File: src/rtl/vscale_fetch_unit_if.sv
// Fetch-unit bundle: instruction-memory bus, DX-facing instruction handshake and redirect request.
// The master view belongs to the fetch unit; the slave view belongs to memory/DX.
interface vscale_fetch_unit_if;
  logic        redirect_valid;
  logic [31:0] redirect_pc;
  logic        imem_req;
  logic [31:0] imem_addr;
  logic        imem_wait;
  logic [31:0] imem_rdata;
  logic        inst_valid;
  logic [31:0] inst;
  logic [31:0] inst_pc;
  logic        inst_ready;

  modport master (
    input  redirect_valid, redirect_pc, imem_wait, imem_rdata, inst_ready,
    output imem_req, imem_addr, inst_valid, inst, inst_pc
  );

  modport slave (
    output redirect_valid, redirect_pc, imem_wait, imem_rdata, inst_ready,
    input  imem_req, imem_addr, inst_valid, inst, inst_pc
  );
endinterface

File: src/rtl/vscale_fetch_unit.sv
// Instruction fetch: pipelined AHB-lite style imem transfers feeding a small FIFO toward DX.
// Redirects flush the FIFO and mark any in-flight transfer as dead so its data is dropped.
module vscale_fetch_unit #(
  parameter logic [31:0] RESET_PC   = 32'h0000_0200,
  parameter int          FBUF_DEPTH = 2,
  parameter logic [31:0] NOP_INST   = 32'h0000_0013
) (
  input logic                 hclk,
  input logic                 hresetn,
  vscale_fetch_unit_if.master bus
);

  localparam int PTR_W = $clog2(FBUF_DEPTH);
  localparam int CNT_W = PTR_W + 1;

  logic              started_p0;
  logic              stall_p0;
  logic [31:0]       pc_p0;
  logic              pend_vld_p0;
  logic [31:0]       pend_pc_p0;
  logic              vld_p1;
  logic              live_p1;
  logic [31:0]       pc_p1;
  logic [31:0]       fbuf_inst [FBUF_DEPTH];
  logic [31:0]       fbuf_pc   [FBUF_DEPTH];
  logic [PTR_W-1:0]  rd_ptr;
  logic [PTR_W-1:0]  wr_ptr;
  logic [CNT_W-1:0]  count;

  logic [31:0]       redir_tgt;
  logic              aph_go;
  logic              dph_done;
  logic              push;
  logic              pop;
  logic              issue_ok;
  logic [CNT_W:0]    occ;
  logic [CNT_W:0]    room;

  assign redir_tgt = {bus.redirect_pc[31:2], 2'b00};
  assign aph_go    = bus.imem_req & ~bus.imem_wait;
  assign dph_done  = vld_p1 & ~bus.imem_wait;
  assign push      = dph_done & live_p1 & ~bus.redirect_valid;
  assign pop       = bus.inst_valid & bus.inst_ready;

  // A live data phase already owns a slot; a same-cycle pop frees one.
  assign occ      = {1'b0, count} + {{CNT_W{1'b0}}, vld_p1 & live_p1};
  assign room     = (CNT_W+1)'(FBUF_DEPTH) + {{CNT_W{1'b0}}, pop};
  assign issue_ok = occ < room;

  // A stalled address phase must hold its request even if the issue rule changes.
  assign bus.imem_req   = started_p0 & (stall_p0 | issue_ok);
  assign bus.imem_addr  = pc_p0;
  assign bus.inst_valid = (count != '0);
  assign bus.inst       = bus.inst_valid ? fbuf_inst[rd_ptr] : NOP_INST;
  assign bus.inst_pc    = bus.inst_valid ? fbuf_pc[rd_ptr]   : pc_p0;

  always_ff @(posedge hclk or negedge hresetn) begin
    if (!hresetn) begin
      started_p0  <= 1'b0;
      stall_p0    <= 1'b0;
      pc_p0       <= RESET_PC;
      pend_vld_p0 <= 1'b0;
      vld_p1      <= 1'b0;
      live_p1     <= 1'b0;
      rd_ptr      <= '0;
      wr_ptr      <= '0;
      count       <= '0;
    end else begin
      started_p0 <= 1'b1;
      stall_p0   <= bus.imem_req & bus.imem_wait;

      // p0: address phase / fetch pc
      if (bus.redirect_valid) begin
        if (bus.imem_req & bus.imem_wait) begin
          pend_vld_p0 <= 1'b1;
        end else begin
          pend_vld_p0 <= 1'b0;
          pc_p0       <= redir_tgt;
        end
      end else if (aph_go) begin
        pc_p0       <= pend_vld_p0 ? pend_pc_p0 : pc_p0 + 32'd4;
        pend_vld_p0 <= 1'b0;
      end

      // p1: data phase; live_p1 clear means the returned word is discarded
      if (aph_go) begin
        vld_p1  <= 1'b1;
        live_p1 <= ~bus.redirect_valid & ~pend_vld_p0;
      end else begin
        if (dph_done) vld_p1 <= 1'b0;
        if (bus.redirect_valid) live_p1 <= 1'b0;
      end

      // fetch buffer occupancy
      if (bus.redirect_valid) begin
        rd_ptr <= '0;
        wr_ptr <= '0;
        count  <= '0;
      end else begin
        if (push) wr_ptr <= wr_ptr + 1'b1;
        if (pop)  rd_ptr <= rd_ptr + 1'b1;
        count <= count + CNT_W'(push) - CNT_W'(pop);
      end
    end
  end

  always_ff @(posedge hclk) begin
    if (bus.redirect_valid & bus.imem_req & bus.imem_wait) pend_pc_p0 <= redir_tgt;
    if (aph_go) pc_p1 <= pc_p0;
    if (push) begin
      fbuf_inst[wr_ptr] <= bus.imem_rdata;
      fbuf_pc[wr_ptr]   <= pc_p1;
    end
  end

endmodule

File: src/flat_wrapper.sv
// flat-port wrapper written by rule: the top's interface ports become plain ports
module vscale_fetch_unit_flat 
#(
  parameter logic [31:0] RESET_PC   = 32'h0000_0200,
  parameter int          FBUF_DEPTH = 2,
  parameter logic [31:0] NOP_INST   = 32'h0000_0013
)
  (hclk, hresetn, bus_redirect_valid, bus_redirect_pc, bus_imem_wait, bus_imem_rdata, bus_inst_ready, bus_imem_req, bus_imem_addr, bus_inst_valid, bus_inst, bus_inst_pc);
  vscale_fetch_unit_if bus_i ();
  input logic hclk;
  input logic hresetn;
  input wire logic [$bits(bus_i.redirect_valid)-1:0] bus_redirect_valid;
  input wire logic [$bits(bus_i.redirect_pc)-1:0] bus_redirect_pc;
  input wire logic [$bits(bus_i.imem_wait)-1:0] bus_imem_wait;
  input wire logic [$bits(bus_i.imem_rdata)-1:0] bus_imem_rdata;
  input wire logic [$bits(bus_i.inst_ready)-1:0] bus_inst_ready;
  output wire logic [$bits(bus_i.imem_req)-1:0] bus_imem_req;
  output wire logic [$bits(bus_i.imem_addr)-1:0] bus_imem_addr;
  output wire logic [$bits(bus_i.inst_valid)-1:0] bus_inst_valid;
  output wire logic [$bits(bus_i.inst)-1:0] bus_inst;
  output wire logic [$bits(bus_i.inst_pc)-1:0] bus_inst_pc;
  assign bus_i.redirect_valid = bus_redirect_valid;
  assign bus_i.redirect_pc = bus_redirect_pc;
  assign bus_i.imem_wait = bus_imem_wait;
  assign bus_i.imem_rdata = bus_imem_rdata;
  assign bus_i.inst_ready = bus_inst_ready;
  assign bus_imem_req = bus_i.imem_req;
  assign bus_imem_addr = bus_i.imem_addr;
  assign bus_inst_valid = bus_i.inst_valid;
  assign bus_inst = bus_i.inst;
  assign bus_inst_pc = bus_i.inst_pc;
  vscale_fetch_unit #(.RESET_PC(RESET_PC), .FBUF_DEPTH(FBUF_DEPTH), .NOP_INST(NOP_INST)) u_core (.hclk(hclk), .hresetn(hresetn), .bus(bus_i));
endmodule
File: config.mk
export PLATFORM = sky130hd
export DESIGN_NAME = vscale_fetch_unit_flat
export DESIGN_NICKNAME = d
export VERILOG_FILES = /design/src/rtl/vscale_fetch_unit_if.sv /design/src/rtl/vscale_fetch_unit.sv /design/src/flat_wrapper.sv
export SDC_FILE = /design/constraint.sdc
export NUM_CORES = 1
export LEC_CHECK = 0
export ABC_AREA = 1
export ABC_CLOCK_PERIOD_IN_PS = 3750
export BUFFER_PORTS_ARGS = -buffer_cell sky130_fd_sc_hd__buf_2
export CAP_MARGIN = 30
export CORE_UTILIZATION = 51
export DETAILED_ROUTE_END_ITERATION = 12
export PLACE_DENSITY = 0.85
export SYNTH_ARGS = -nofsm -noshare
export SYNTH_HDL_FRONTEND = slang
export SYNTH_SLANG_ARGS = --single-unit
export TNS_END_PERCENT = 50
File: constraint.sdc
create_clock -name hclk -period 3.75 [get_ports hclk]
set_input_delay 0.9375 -clock hclk [delete_from_list [all_inputs] [get_ports hclk]]
set_output_delay 0.9375 -clock hclk [all_outputs]
set_load 0.02 [all_outputs]
==> flow_summary.json, run 1 <==
{
  "status": "completed",
  "setup_viol": 0,
  "r2r_cells": 12,
  "cts_tree": "done",
  "wl_per_cell_um": 17.18,
  "vias_per_cell": 5.398,
  "drt_iter0_markers": 441,
  "num_rows": 50,
  "io_buffers": 160,
  "dp_hpwl_um": 15280,
  "crit_path_start_kind": "flop",
  "drv_cap": 0,
  "rsz0062_at_grt": "no",
  "met3_usage_pct": 4.280,
  "synth_seq_cells": 223,
  "cts_buffers": 23,
  "grt_pass1_vias": 6828,
  "ctsHoldBuffers": 0,
  "skew_ns": 0.01769,
  "fin_crit_sh_pct": 90.77,
  "max_freq_mhz": 293.8,
  "crit_arrival_ns": 2.47,
  "wl_um": 22730,
  "start_util_pct": 52.25,
  "setup-tns-final_ns": 0,
  "worst_pin_slew_ns": 0.7328,
  "io-pin-count": 167,
  "path_clk_slew_ns": 0.06,
  "synth.area.top_cells": "edfxtp_1 (56%), nand2_1 (11%), dfrtp_1 (9.7%)",
  "root_buffer": "clkbuf_16",
  "die_y_um": 140.7,
  "num_antenna_cells": 0,
  "end_kind": "primary output",
  "crit_path_max_fanout": 44,
  "globalplace.congestion": 0.8899,
  "use_met2_pct": 37.63,
  "clockBufferDepth": 3,
  "grt_max_degree": 63,
  "avgSynthCellArea_um2": 10.75,
  "path_class": "flop to primary output",
  "postCtsSetupBuffers": 0,
  "insertion_delay_ns": 0.51,
  "multiInputGateArea_mm2": 0.002897,
  "synth_top_area_share_pct": 56.35,
  "fill_cells": 1469,
  "post-route-util_pct": 61.69,
  "hold_class": "input pin to asynchronous set/reset pin",
  "required_ns": 2.81,
  "busiest_layer": "met2",
  "drc_errors": 0,
  "yosysSeqAreaShare_pct": 66.31,
  "grt_pass1_wl_um": 35460,
  "irDropWorstVdd_mv": 0.3254,
  "final_antenna_net_count": 0,
  "layout.nets": 1148,
  "p_per_area_mw_per_mm2": 702.4,
  "die_x_um": 140.7,
  "hold_slack_ns": 0.3917,
  "cts.sinks": 223,
  "max_slew_margin_pct": 51.07,
  "yosysUniqueCellTypes": 34,
  "first_pass_iters": 5,
  "drive_gt1_share_pct": 25.44,
  "cts_resized": 0,
  "period_needed_ns": 3.404,
  "coreArea_mm2": 0.01877,
  "grt.total_usage_pct": 22.99,
  "grt.overflow.total": 0,
  "gr-usage-met1_pct": 31.51,
  "final-seq-area_mm2": 0.006504,
  "dieArea_mm2": 0.01979,
  "num_vias": 7142,
  "finalHoldViolCount": 0,
  "synthCells": 912,
  "yosysTopAreaCell": "edfxtp_1",
  "slew_violations": 0,
  "finalPower_w": 0.008132,
  "leakage_nw": 4.845,
  "area_delta_synth_final_pct": 18.07,
  "antenna_found_initial": 0,
  "ys_warn_count": 0,
  "syn_area_mm2": 0.009806,
  "h-tree-depth": 1
}
[path summary, 6_finish.rpt]
path | slack [ns] | startpoint | endpoint
worst min-delay path | 0.39 | hresetn | u_core.bus.imem_addr[25]$_DFFE_PN0P_
worst min register to register | 0.45 | u_core.pc_p1[12]$_DFFE_PP_ | u_core.fbuf_pc[0][12]$_DFFE_PP_
worst max-delay path | 0.35 | u_core.count[1]$_DFF_PN0_ | bus_inst_pc[18]
worst max register to register | 1.55 | u_core.live_p1$_DFFE_PN0P_ | u_core.bus.imem_addr[30]$_DFFE_PN0P_
min in group hclk | 0.45 | u_core.pc_p1[12]$_DFFE_PP_ | u_core.fbuf_pc[0][12]$_DFFE_PP_
max in group asynchronous | 3.06 | hresetn | u_core.bus.imem_addr[9]$_DFFE_PN1P_
[through the flow]
| stage | std cells | worst slack, ns | area [um^2] |
|---|---|---|---|
| after CTS | 1322 | 0.2963 | 11560 |
| after detailed placement | 1282 | 0.8892 | 10840 |
| after global placement | 1282 | 0.9055 | 10840 |
| final | 1323 | 0.3460 | 11580 |
| after floorplan | 915 | -0.6787 | 9817 |
| after global routing | 1323 | 0.1785 | 11580 |
[logic make-up (layout without fill, tap and decap cells)]
kind of cell | count (synthesis) | after routing | synth area share [%]
simple gates | 451 | 451 | 20.47
flops | 223 | 223 | 66.31
compound gates | 133 | 133 | 7.707
buf+inv | 94 | 268 | 4.440
fa+ha+maj | 5 | 5 | 0.6380
xor+xnor | 4 | 4 | 0.3573
other cells | 2 | 5 | 0.07659
[cell type report]
cell class                 instances  area share (%)
clock inverter                     8          0.7781
multi-input combinational        598           25.02
sequential                       223           56.18
timing repair buffer             179           8.473
clock buffer                      32           5.436
tap                              234           2.529
inverter                          49           1.589
[cell usage after synthesis]
master and instances:
nand2_1 280, edfxtp_1 184, a21oi_1 89, nor2_1 63
nand3_1 53, inv_1 44, dfrtp_1 38, clkbuf_1 25
or2_2 20, a22oi_1 19, nand3_2 19, o21ai_0 9
buf_1 7, buf_4 6, o21bai_1 6, ha_1 5
nand2_2 5, o21ai_2 5, inv_2 4, a31oi_1 3
buf_12 3, buf_2 3, nor2_2 3, nor2_4 3
xor2_1 3, conb_1 2, nand2_4 2, nand3b_1 2
o211ai_1 2, buf_6 1, clkinv_1 1, dfstp_2 1
nand3_4 1, xnor2_1 1
[layout by cell type, fill, tap and decap left out, types with 2 or more instances in the layout]
cell type / instances
nor2_4: 5
o211ai_1: 2
a22oi_1: 19
clkinv_1: 3
edfxtp_1: 184
or2_2: 20
nor2_2: 4
conb_1: 5
a31oi_1: 3
nand3_1: 53
o21bai_1: 6
o21ai_2: 5
clkbuf_1: 7
nand2_1: 280
a21oi_1: 89
nand3b_1: 2
nor2_1: 60
buf_12: 3
o21ai_0: 9
ha_1: 5
clkbuf_16: 23
nand2_2: 5
nand3_2: 19
clkinv_2: 2
buf_2: 160
inv_2: 5
xor2_1: 3
clkbuf_8: 2
dfrtp_1: 37
bufinv_16: 2
nand2_4: 2
inv_1: 44
buf_4: 16
[routing by layer]
| metal | vias up | routed length, um |
|---|---|---|
| met5 | - | 0 |
| li1 | 3424 | - |
| met4 | 0 | 422 |
| met1 | 3373 | 9822 |
| met3 | 33 | 1919 |
| met2 | 312 | 10560 |
[where the power goes]
group          internal [W]  switching (W)  leakage [nW]
clock network       0.00130       0.000889         0.351
logic              0.000843        0.00197          2.34
registers           0.00290       0.000227          2.16
total               0.00504        0.00309          4.84
[critical path, stage by stage (launching register included)]
cell     delay (ns)
dfrtp_1        0.43
inv_2          0.10
nand2_4        0.14
inv_2          0.57
buf_4          0.27
a21oi_1        0.05
a21oi_1        0.18
buf_2          0.20
[state kept, by name, indices dropped and copies added, names as in the netlist]
| signal | count |
|---|---|
| u_core.rd_ptr | 1 |
| u_core.bus.imem_addr | 30 |
| u_core.vld_p1 | 1 |
| u_core.wr_ptr | 1 |
| u_core.count | 2 |
| u_core.pend_vld_p0 | 1 |
| u_core.pend_pc_p0 | 30 |
| u_core.live_p1 | 1 |
| u_core.fbuf_pc | 60 |
| u_core.stall_p0 | 1 |
| u_core.started_p0 | 1 |
| u_core.pc_p1 | 30 |
| u_core.fbuf_inst | 64 |
Power figures use the tool's default switching activity.
==> run 2: changes to the inputs <==
==> constraint.sdc (replaced) <==
create_clock -name hclk -period 3.75 [get_ports hclk]
set_input_delay 0.375 -clock hclk [delete_from_list [all_inputs] [get_ports hclk]]
set_output_delay 0.375 -clock hclk [all_outputs]
set_load 0.02 [all_outputs]
==> flow_summary.json, run 2 (synthesis results as in run 1) <==
{
  "status": "completed",
  "globalplace.congestion": 0.8685,
  "postCtsSetupBuffers": 0,
  "coreArea_mm2": 0.01877,
  "io-pin-count": 167,
  "slew_violations": 0,
  "fin_crit_sh_pct": 78.68,
  "drv_cap": 0,
  "required_ns": 3.38,
  "r2r_cells": 13,
  "max_slew_margin_pct": 38.78,
  "drt_iter0_markers": 486,
  "die_x_um": 140.7,
  "num_rows": 50,
  "h-tree-depth": 1,
  "pre_cts_ws_ns": 1.282,
  "r2r_setup_slack_ns": 1.28,
  "vias_per_cell": 5.509,
  "wl_um": 23150,
  "rsz0062_at_grt": "no",
  "max_freq_mhz": 338.9,
  "irDropWorstVdd_mv": 0.4493,
  "grt_pass1_wl_um": 35730,
  "first_pass_iters": 6,
  "grt.total_usage_pct": 23.29,
  "cts.sinks": 223,
  "clockBufferDepth": 3,
  "post-route-util_pct": 61.45,
  "area_delta_synth_final_pct": 17.61,
  "drc_errors": 0,
  "grt.overflow.total": 0,
  "largest-register": "u_core.fbuf_inst",
  "end_kind": "primary output",
  "dieArea_mm2": 0.01979,
  "path_clk_slew_ns": 0.06,
  "cp_num_buf_inv": 4,
  "hold_class": "input pin to flop",
  "wl_per_cell_um": 17.55,
  "worst_pin_slew_ns": 0.9182,
  "top_regs": "u_core.fbuf_inst x64, u_core.fbuf_pc x60",
  "crit_chain": "inv_2 -> nand2_4 -> inv_2 -> buf_4 -> a21oi_1 -> buf_2",
  "setup_viol": 0,
  "crit_path_max_fanout": 52,
  "start_util_pct": 52.25,
  "final_common_cell": "nand2_1",
  "drive_gt1_share_pct": 25.09,
  "post-place-cells": 1276,
  "setup_ws_ns": 0.7994,
  "dp_hpwl_um": 15080,
  "insertion_delay_ns": 0.51,
  "path_class": "flop to primary output",
  "min_to": "u_core.pend_pc_p0[30]$_DFFE_PP_",
  "p_per_area_mw_per_mm2": 705.5,
  "cts_buffers": 23,
  "crit_arrival_ns": 2.58,
  "fill_cells": 1470,
  "r2r_end": "u_core.bus.imem_addr[26]$_DFFE_PN0P_",
  "grt_pass1_vias": 6814,
  "whs_path_depth": 1,
  "largest_reg_flops": 64,
  "layout_common_cells": "nand2_1 (280), edfxtp_1 (184), buf_2 (160)",
  "io_buffers": 160,
  "hp-start": "bus_redirect_pc[30]",
  "r2r-start": "u_core.live_p1$_DFFE_PN0P_",
  "skew_ns": 0.01757,
  "layout.nets": 1143,
  "ctsHoldBuffers": 0,
  "period_needed_ns": 2.951,
  "finalHoldViolCount": 0,
  "setup-tns-final_ns": 0,
  "num_vias": 7267,
  "cp_top_family": "buffers and inverters",
  "grt_max_degree": 63,
  "crit_path_start_kind": "flop",
  "die_y_um": 140.7,
  "antenna_found_initial": 0,
  "final_antenna_net_count": 0,
  "cts_resized": 0,
  "root_buffer": "clkbuf_16",
  "leakage_nw": 4.816,
  "final_cells": 1319,
  "max_stage_delay_ns": 0.70,
  "cts_tree": "done",
  "crit_slowest_cell": "inv_2",
  "worst_path_most_repeated_cell": "inv_2",
  "startpoint": "u_core.count[1]$_DFF_PN0_",
  "finalPower_w": 0.008136
}
-- run 2: worst max path at each step --
stage	endpoint	depth (start not counted)
after global placement	bus_inst[27]	6
final	bus_inst[27]	6
after detailed placement	bus_inst[27]	6
after floorplan	u_core.fbuf_inst[0][0]$_DFFE_PP_	4
after global routing	bus_inst_pc[31]	6
after CTS	bus_inst[27]	6
-- run 2: layer usage --
metal	part of all wire (%)	track usage, %	wire (um)	vias up
li1	-	-	-	3418
met1	42	32.12	9764	3457
met2	46	37.03	10710	350
met3	9.2	4.721	2119	42
met4	2.4	7.952	548	0
met5	0	0	0	-
-- run 2: through the flow --
stage | cell area [um^2] | hold slack (ns)
finish | 11530 | 0.04702
global route | 11530 | 0.04324
CTS | 11500 | 0.03603
detailed placement | 10780 | 0.4298
global placement | 10780 | 0.4219
floorplan | 9817 | 0.07941
-- run 2: area by class of cell --
cell class	count	area, um^2	share of cell area, %
diodes	1	2.502	0.02170
inverters	49	183.9	1.595
well taps	234	292.8	2.539
flip-flops and latches	223	6504	56.40
clock inverters	9	93.84	0.8137
repair buffers	174	933.4	8.094
multi-input cells	598	2897	25.12
clock buffers	31	625.6	5.425
-- run 2: report_power, final --
group	switching [W]	leakage, nW	internal, W
registers	0.000223	2.16	0.00290
logic	0.00199	2.31	0.000831
clock network	0.000895	0.350	0.00130
==> run 3: changes to the inputs <==
Settings changed: ABC_CLOCK_PERIOD_IN_PS 3750 to 2370.
Clock period 3.75 ns to 2.37 ns, I/O delays scaled along.
==> flow_summary.json, run 3 (synthesis results as in run 1) <==
{
  "finalPower_w": 0.01303,
  "period_needed_ns": 2.314,
  "h-tree-depth": 1,
  "grt.overflow.total": 0,
  "drv_cap": 0,
  "root_buffer": "clkbuf_16",
  "layout.nets": 1215,
  "layout_common_cells": "nand2_1 (280), edfxtp_1 (184), buf_2 (159)",
  "rsz0062_at_grt": "no",
  "top_regs": "u_core.fbuf_inst x64, u_core.fbuf_pc x60",
  "drt_iter0_markers": 718,
  "finalHoldViolCount": 0,
  "dieArea_mm2": 0.01979,
  "max_freq_mhz": 432.2,
  "final_common_cell": "nand2_1",
  "irDropWorstVdd_mv": 0.6310,
  "end_kind": "primary output",
  "p_per_area_mw_per_mm2": 1066,
  "setup_ws_ns": 0.05633,
  "path_class": "flop to primary output",
  "num_vias": 7486,
  "cts_tree": "done",
  "grt_max_degree": 63,
  "hold_class": "input pin to flop",
  "insertion_delay_ns": 0.50,
  "die_y_um": 140.7,
  "io-pin-count": 167,
  "postCtsSetupBuffers": 0,
  "grt_pass1_vias": 7187,
  "num_rows": 50,
  "cts_buffers": 23,
  "num_antenna_cells": 0,
  "drc_errors": 0,
  "drive_gt1_share_pct": 24.46,
  "status": "completed",
  "leakage_nw": 5.124,
  "slew_violations": 0,
  "die_x_um": 140.7,
  "first_pass_iters": 6,
  "final_antenna_net_count": 0,
  "clockBufferDepth": 3,
  "grt.total_usage_pct": 24.45,
  "pre_cts_ws_ns": 0.2591,
  "largest-register": "u_core.fbuf_inst",
  "wl_um": 24340,
  "start_util_pct": 52.25,
  "area_delta_synth_final_pct": 24.70,
  "required_ns": 2.13,
  "setup_viol": 0,
  "skew_ns": 0.01161,
  "crit_path_max_fanout": 19,
  "r2r_cells": 12,
  "crit_arrival_ns": 2.08,
  "fin_crit_sh_pct": 97.62,
  "whs_path_depth": 3,
  "dp_hpwl_um": 15750,
  "io_buffers": 160,
  "coreArea_mm2": 0.01877,
  "antenna_found_initial": 0,
  "largest_reg_flops": 64,
  "crit_path_start_kind": "flop",
  "cts.sinks": 223,
  "grt_pass1_wl_um": 37640,
  "wl_per_cell_um": 17.49,
  "vias_per_cell": 5.382,
  "globalplace.congestion": 0.8585,
  "path_clk_slew_ns": 0.06
}
## run 3: changes by cell type in the layout (fill, tap and decap cells not counted), sizes merged
cell,change
buf,+10
bufinv,-1
dlygate4sd3,+62
clkbuf,+1
clkinv,+2
clkinvlp,-1
diode,-1
## run 3: final timing paths
check                      slack, ns                                   end                      start
hold / removal                  0.04             u_core.stall_p0$_DFF_PN0_              bus_imem_wait
setup / recovery                0.06                       bus_inst_pc[21]  u_core.count[1]$_DFF_PN0_
setup reg to reg                0.22        u_core.pend_pc_p0[6]$_DFFE_PP_  u_core.vld_p1$_DFFE_PN0P_
max in group asynchronous       1.84   u_core.bus.imem_addr[9]$_DFFE_PN1P_                    hresetn
hold reg to reg                 0.44        u_core.fbuf_pc[1][5]$_DFFE_PP_  u_core.pc_p1[5]$_DFFE_PP_
min in group asynchronous       0.24  u_core.bus.imem_addr[28]$_DFFE_PN0P_                    hresetn
## run 3: through the flow
step / hold WS [ns] / cells / area, um^2 / setup TNS, ns / utilization [%]
global route: 0.04378 / 1391 / 12230 / 0 / 65.15
global placement: 0.4213 / 1286 / 10860 / 0 / 57.84
finish: 0.04229 / 1391 / 12230 / 0 / 65.15
floorplan: -0.05859 / 915 / 9824 / -53.61 / -
CTS: 0.02539 / 1390 / 12200 / 0 / 65.00
detailed placement: 0.4272 / 1286 / 10860 / 0 / 57.84
## run 3: power breakdown
group	switching [W]	internal, W	total (W)
registers	0.000368	0.00458	0.00495
logic	0.00323	0.00149	0.00471
clock network	0.00141	0.00196	0.00337
total	0.00500	0.00803	0.0130
## run 3: routing by layer
metal  vias up  part of all wire (%)  GRT usage, %
met5         -                     0             0
met4         0                   1.9         6.808
met3        38                   7.9         4.348
met2       352                    48         42.16
met1      3539                    42         31.87
li1       3557                     -             -
## run 3: what timing repair did
action                                 CTS  global route
endpoints found under the hold margin  132             0
cloned                                   0             0
gates resized for setup                  4             3
hold buffers                            63             0
setup endpoints to repair               16            14
## run 3: worst max-delay path, cell delays in order (launching register included)
cell and delay, ns:
dfrtp_1 0.43, inv_2 0.09, nand2_4 0.16, inv_8 0.17
buf_6 0.19, a21oi_1 0.06, a22oi_1 0.25, buf_2 0.22
## run 3: cell type report
type / instances / area, um^2
clock buffer: 32 / 629.4
clock inverter: 9 / 70.07
fill: 1381 / 6540
inverter: 49 / 191.4
multi-input combinational: 598 / 2902
sequential: 223 / 6504
tap: 234 / 292.8
timing repair buffer: 246 / 1639
